==> src/rtl/composer_pkg.sv <==
// Shared types and defaults for the composer datapath.
package composer_pkg;

    typedef enum logic [2:0] {
        ST_IDLE,
        ST_PREVIEW,
        ST_PLAY_NOTE,
        ST_PLAY_GAP,
        ST_DONE
    } seq_state_t;

    localparam int unsigned REST       = 0;
    localparam int unsigned DEF_NOTE_W = 8;
    localparam int unsigned DEF_DEPTH  = 64;
    localparam int unsigned DEF_DUR_W  = 24;

endpackage

==> src/rtl/note_timer.sv <==
// Loadable down-counter; expired_o marks the last enabled cycle of a loaded interval.
module note_timer
    import composer_pkg::*;
#(
    parameter int unsigned DUR_W = DEF_DUR_W
) (
    input  logic             clock,
    input  logic             reset,
    input  logic             load_i,
    input  logic [DUR_W-1:0] load_val_i,
    input  logic             en_i,
    output logic             expired_o
);

    logic [DUR_W-1:0] cnt_q;

    always_ff @(posedge clock) begin
        if (reset) begin
            cnt_q <= '0;
        end else if (load_i) begin
            cnt_q <= load_val_i;
        end else if (en_i && (cnt_q != '0)) begin
            cnt_q <= cnt_q - 1'b1;
        end
    end

    assign expired_o = en_i && (cnt_q == DUR_W'(1));

endmodule

==> src/rtl/note_sequencer.sv <==
// Note store with insert preview and in-order (optionally looping) playback.
module note_sequencer
    import composer_pkg::*;
#(
    parameter int unsigned NOTE_W     = DEF_NOTE_W,
    parameter int unsigned DEPTH      = DEF_DEPTH,
    parameter int unsigned DUR_W      = DEF_DUR_W,
    parameter int unsigned GAP_CYCLES = 0
) (
    input  logic                       clock,
    input  logic                       reset,
    input  logic                       key_valid,
    input  logic [NOTE_W-1:0]          key_code,
    input  logic                       insert_en,
    input  logic                       delete_en,
    input  logic                       play_start,
    input  logic                       play_stop,
    input  logic                       loop,
    input  logic [DUR_W-1:0]           note_dur,
    output logic [NOTE_W-1:0]          note_out,
    output logic                       note_valid,
    output logic                       busy,
    output logic                       insert_done,
    output logic                       play_done,
    output logic                       err,
    output logic [$clog2(DEPTH+1)-1:0] count,
    output logic                       full,
    output logic                       empty
);

    localparam int unsigned CNT_W = $clog2(DEPTH + 1);
    localparam int unsigned IDX_W = $clog2(DEPTH);

    seq_state_t        state_q, state_d;
    logic [CNT_W-1:0]  count_q, count_d;
    logic [IDX_W-1:0]  idx_q, idx_d, rd_idx;
    logic [NOTE_W-1:0] note_q, note_d;
    logic              from_play_q, from_play_d;
    logic              note_valid_q, busy_q, insert_done_q, play_done_q, err_q, full_q, empty_q;
    logic              err_d, wr_en, note_load, gap_load, advance;
    logic              note_exp, gap_exp, is_full, is_empty, last;
    logic [DUR_W-1:0]  dur_eff;
    logic [NOTE_W-1:0] mem_q [DEPTH];

    assign is_full  = (count_q == CNT_W'(DEPTH));
    assign is_empty = (count_q == '0);
    assign last     = ((CNT_W'(idx_q) + 1'b1) == count_q);
    assign dur_eff  = (note_dur == '0) ? DUR_W'(1) : note_dur;

    note_timer #(.DUR_W(DUR_W)) u_note_timer (
        .clock      (clock),
        .reset      (reset),
        .load_i     (note_load),
        .load_val_i (dur_eff),
        .en_i       ((state_q == ST_PREVIEW) || (state_q == ST_PLAY_NOTE)),
        .expired_o  (note_exp)
    );

    note_timer #(.DUR_W(DUR_W)) u_gap_timer (
        .clock      (clock),
        .reset      (reset),
        .load_i     (gap_load),
        .load_val_i (DUR_W'(GAP_CYCLES)),
        .en_i       (state_q == ST_PLAY_GAP),
        .expired_o  (gap_exp)
    );

    always_comb begin
        state_d     = state_q;
        count_d     = count_q;
        idx_d       = idx_q;
        note_d      = note_q;
        from_play_d = from_play_q;
        rd_idx      = '0;
        err_d       = 1'b0;
        wr_en       = 1'b0;
        note_load   = 1'b0;
        gap_load    = 1'b0;
        advance     = 1'b0;
        case (state_q)
            ST_IDLE: begin
                if (play_start) begin
                    from_play_d = 1'b1;
                    if (is_empty) begin
                        state_d = ST_DONE;
                    end else begin
                        idx_d     = '0;
                        note_d    = mem_q[rd_idx];
                        note_load = 1'b1;
                        state_d   = ST_PLAY_NOTE;
                    end
                end else if (insert_en && key_valid) begin
                    if (is_full) begin
                        err_d = 1'b1;
                    end else begin
                        wr_en       = 1'b1;
                        count_d     = count_q + 1'b1;
                        note_d      = key_code;
                        note_load   = 1'b1;
                        from_play_d = 1'b0;
                        state_d     = ST_PREVIEW;
                    end
                end else if (delete_en) begin
                    if (is_empty) err_d = 1'b1;
                    else          count_d = count_q - 1'b1;
                end
            end
            ST_PREVIEW: begin
                if (play_stop)     state_d = ST_IDLE;
                else if (note_exp) state_d = ST_DONE;
            end
            ST_PLAY_NOTE: begin
                if (play_stop) begin
                    state_d = ST_IDLE;
                end else if (note_exp) begin
                    if (GAP_CYCLES > 0) begin
                        gap_load = 1'b1;
                        state_d  = ST_PLAY_GAP;
                    end else begin
                        advance = 1'b1;
                    end
                end
            end
            ST_PLAY_GAP: begin
                if (play_stop)    state_d = ST_IDLE;
                else if (gap_exp) advance = 1'b1;
            end
            ST_DONE: state_d = ST_IDLE;
            default: state_d = ST_IDLE;
        endcase

        // Shared by note expiry (no gap) and gap expiry: next note, wrap, or finish.
        if (advance) begin
            rd_idx = last ? '0 : idx_q + 1'b1;
            if (!last || loop) begin
                idx_d     = rd_idx;
                note_d    = mem_q[rd_idx];
                note_load = 1'b1;
                state_d   = ST_PLAY_NOTE;
            end else begin
                state_d = ST_DONE;
            end
        end
    end

    always_ff @(posedge clock) begin
        if (wr_en) mem_q[IDX_W'(count_q)] <= key_code;
    end

    always_ff @(posedge clock) begin
        if (reset) begin
            state_q       <= ST_IDLE;
            count_q       <= '0;
            idx_q         <= '0;
            note_q        <= NOTE_W'(REST);
            from_play_q   <= 1'b0;
            note_valid_q  <= 1'b0;
            busy_q        <= 1'b0;
            insert_done_q <= 1'b0;
            play_done_q   <= 1'b0;
            err_q         <= 1'b0;
            full_q        <= 1'b0;
            empty_q       <= 1'b1;
        end else begin
            state_q       <= state_d;
            count_q       <= count_d;
            idx_q         <= idx_d;
            note_q        <= note_d;
            from_play_q   <= from_play_d;
            note_valid_q  <= (state_d == ST_PREVIEW) || (state_d == ST_PLAY_NOTE);
            busy_q        <= (state_d != ST_IDLE);
            insert_done_q <= (state_d == ST_DONE) && !from_play_d;
            play_done_q   <= (state_d == ST_DONE) && from_play_d;
            err_q         <= err_d;
            full_q        <= (count_d == CNT_W'(DEPTH));
            empty_q       <= (count_d == '0);
        end
    end

    assign note_out    = note_q;
    assign note_valid  = note_valid_q;
    assign busy        = busy_q;
    assign insert_done = insert_done_q;
    assign play_done   = play_done_q;
    assign err         = err_q;
    assign count       = count_q;
    assign full        = full_q;
    assign empty       = empty_q;

endmodule
==> config.mk <==
export PLATFORM = sky130hd
export DESIGN_NAME = note_sequencer
export DESIGN_NICKNAME = d
export VERILOG_FILES = /design/src/rtl/composer_pkg.sv /design/src/rtl/note_timer.sv /design/src/rtl/note_sequencer.sv
export SDC_FILE = /design/constraint.sdc
export NUM_CORES = 1
export LEC_CHECK = 0
export CAP_MARGIN = 10
export CORE_ASPECT_RATIO = 0.9
export CORE_MARGIN = 5
export CORE_UTILIZATION = 31
export DETAILED_ROUTE_END_ITERATION = 16
export SLEW_MARGIN = 20
export SYNTH_ARGS = -nofsm -noshare
export SYNTH_HDL_FRONTEND = slang
export SYNTH_SLANG_ARGS = --single-unit
==> constraint.sdc <==
create_clock -name clock -period 4.7 [get_ports clock]
set_clock_uncertainty 0.05 [all_clocks]
set_input_delay 1.175 -clock clock [delete_from_list [all_inputs] [get_ports clock]]
set_output_delay 1.175 -clock clock [all_outputs]
set_load 0.1 [all_outputs]
==> qor.csv <==
metric,value,unit
status,finished clean,
R2R Path Start,idx_q[0],
CP Data Arrival Time,4620,ps
static leakage,8.70,nW
Total Power,13.1,mW
DRC,0,
Slew Limit Fails,0,
Yosys reg bits,592,
CTS Hold Bufs,0,
Post-CTS Setup Bufs,0,
Layout area overhead,15.1,%
area of the core,79500,µm²
drt first pass iters,5,
First DRT Iteration DRCs,1802,
Buffers on Ports,61,
CTS buffer count,57,
register area share after synthesis,68.4,%
Via density,5.41,
Worst setup SP type,flop,
Register-to-Register Path Depth,12,
worst setup path end,note_out[3],
worst hold path class,reg2reg,
dpl hpwl,44800,µm
Sum Neg Setup Slack,0,ps
Post-synth EDFFs,512,
most frequent cells in the layout,"edfxtp_1, nor2_1, nand2_1",
critical path endpoint category,flop,
nets,1823,
WP data required,5140,ps
Final Hold Vio Count,0,
first-pass GRT wire length,100000,µm
GR Overflow Total,0,
Routed WL per cell,23.6,µm
IO Count,62,
die height,278,µm
WS Path Type,reg2reg,
PostCTS Resize Cnt,0,
Row Count,98,
DRT antenna net count,0,
fin crit period,4190,ps
worst-skew pair later-pin latency,630,ps
largest area contributor in the netlist,edfxtp_1,
worst hold path depth,2,
Via Count,15500,
ys flop type,edfxtp_1,
PwrDens,459,nW/µm²
initial antenna violation count,5,
clock buffer depth,3,
post-synth top area share,62.0,%
Crit Path Max Fanout,14,
Worst setup startpoint,idx_q[0],
period utilisation layout,89.0,%
asr flop ratio synth,0,%
reg2reg end,note_out[3],
"wirelength, routed",67700,µm
Fillers,7521,
Root Driver,clkbuf_16,
mean area per synthesized cell,14.7,µm²
"Warnings, synthesis",0,
Cells after Synth,1693,
Worst-Margin Slew,1030,ps
clk sinks,592,
Die W,308,µm
Synth area leaders,"edfxtp_1, dfxtp_1, mux4_2, nor2_1, mux2i_1",
Max VDD drop,578,µV
Starting Density,31.2,%
H-tree Lvls,2,
RSZ-0062 raised after global routing,no,
"commonest non-fill, non-tap cell in the layout",edfxtp_1,
number of global-route vias before repair,15300,
Max-Slew Margin vs Limit,30.8,%
largest net degree at the start of global routing,116,
Fmax achieved,239,MHz
GPL Wtd Cong,0.901,
register clock-pin slew on the reported worst setup and hold paths,70,ps
endpoints failing setup,0,
GRT Util Overall,15.2,%
CTS tree,done,
worst min-delay path startpoint,u_gap_timer.cnt_q[4],
layout cells sized above 1,15.2,%
cell area after synthesis,24800,µm²
Die ar.,85800,µm²
R2R setup slack,510,ps
Cell variety after synth,81,
Syn Nets,1743,
count of max-cap constraint violations,0,
==> routing by layer <==
metal  GRT usage, %  up-vias  share of wire (%)
met1           22.8     7923                 45
li1               -     6755                  -
met3           2.98      111                8.9
met2           22.9      736                 44
met5              0        -                  0
met4           3.61        0                2.2
==> area by class of cell <==
class,count,area [µm²],area share [%]
clock inverters,39,368,1.29
clock buffers,65,1460,5.10
diodes,1,2.50,0.00877
inverters,17,63.8,0.224
multi-input cells,991,7370,25.8
flip-flops and latches,592,17000,59.5
well taps,1050,1310,4.60
repair buffers,114,988,3.46
==> Yosys cell counts (all sizes together), types with 14 or more instances <==
library cell and instances:
nor4 28, o211ai 22, nand2 128, mux4 66
a211oi 36, mux2i 55, o22ai 19, clkbuf 43
a21oi 46, dfxtp 80, edfxtp 512, or4 14
buf 50, o21ai 55, o221ai 21, nor3 39
inv 17, or3 24, xnor2 48, nor2 196
nand3 29
==> critical path, stage by stage, from the launching register on <==
cell	delay, ps
dfxtp_4	380
ha_1	330
nand3_2	170
nor2_2	80
xnor2_1	710
nand4_1	520
buf_4	330
nand2_1	460
nor3_1	100
a31o_2	260
a2111oi_0	400
buf_4	190
o31ai_1	60
==> sequential cells by signal (all words and copies together) (netlist names), 3 cells and up <==
register	count
note_out	8
u_note_timer.cnt_q	24
mem_q	512
state_q	3
idx_q	6
count	7
u_gap_timer.cnt_q	24
==> worst min-delay path by stage <==
stage | slack, ps | end
2_1_floorplan | 390 | u_gap_timer.cnt_q[4]
3_3_place_gp | 400 | u_gap_timer.cnt_q[4]
3_5_place_dp | 420 | u_gap_timer.cnt_q[4]
4_1_cts | 430 | u_gap_timer.cnt_q[4]
5_1_grt | 470 | u_gap_timer.cnt_q[4]
6_report | 420 | u_gap_timer.cnt_q[4]
==> through the flow <==
step / utilization [%] / hold WS, ps / instance area (µm²) / cells / setup WS, ps
after floorplan: - / 393 / 24800 / 1693 / 738
after global placement: 33.6 / 404 / 26700 / 2764 / 738
after detailed placement: 33.6 / 421 / 26700 / 2764 / 650
after CTS: 35.9 / 430 / 28500 / 2868 / 614
after global routing: 35.9 / 475 / 28500 / 2868 / 273
final: 35.9 / 424 / 28500 / 2869 / 515
==> cell families after synthesis <==
group / after synthesis / synth area share, %
multiplexers: 130 / 8.62
AND/OR/NAND/NOR: 502 / 9.54
adder cells (fa/ha/maj): 10 / 0.504
buffers and inverters: 110 / 1.97
XOR/XNOR: 59 / 2.26
AO/OA/AOI/OAI: 290 / 8.66
flip-flops: 592 / 68.4
==> report_power, final <==
group          switching, mW  internal (mW)
Sequential             0.226           5.90
Combinational           1.72          0.737
Clock                   1.98           2.56
Total                   3.92           9.19
Note: power is estimated with default switching activity, not from simulation.
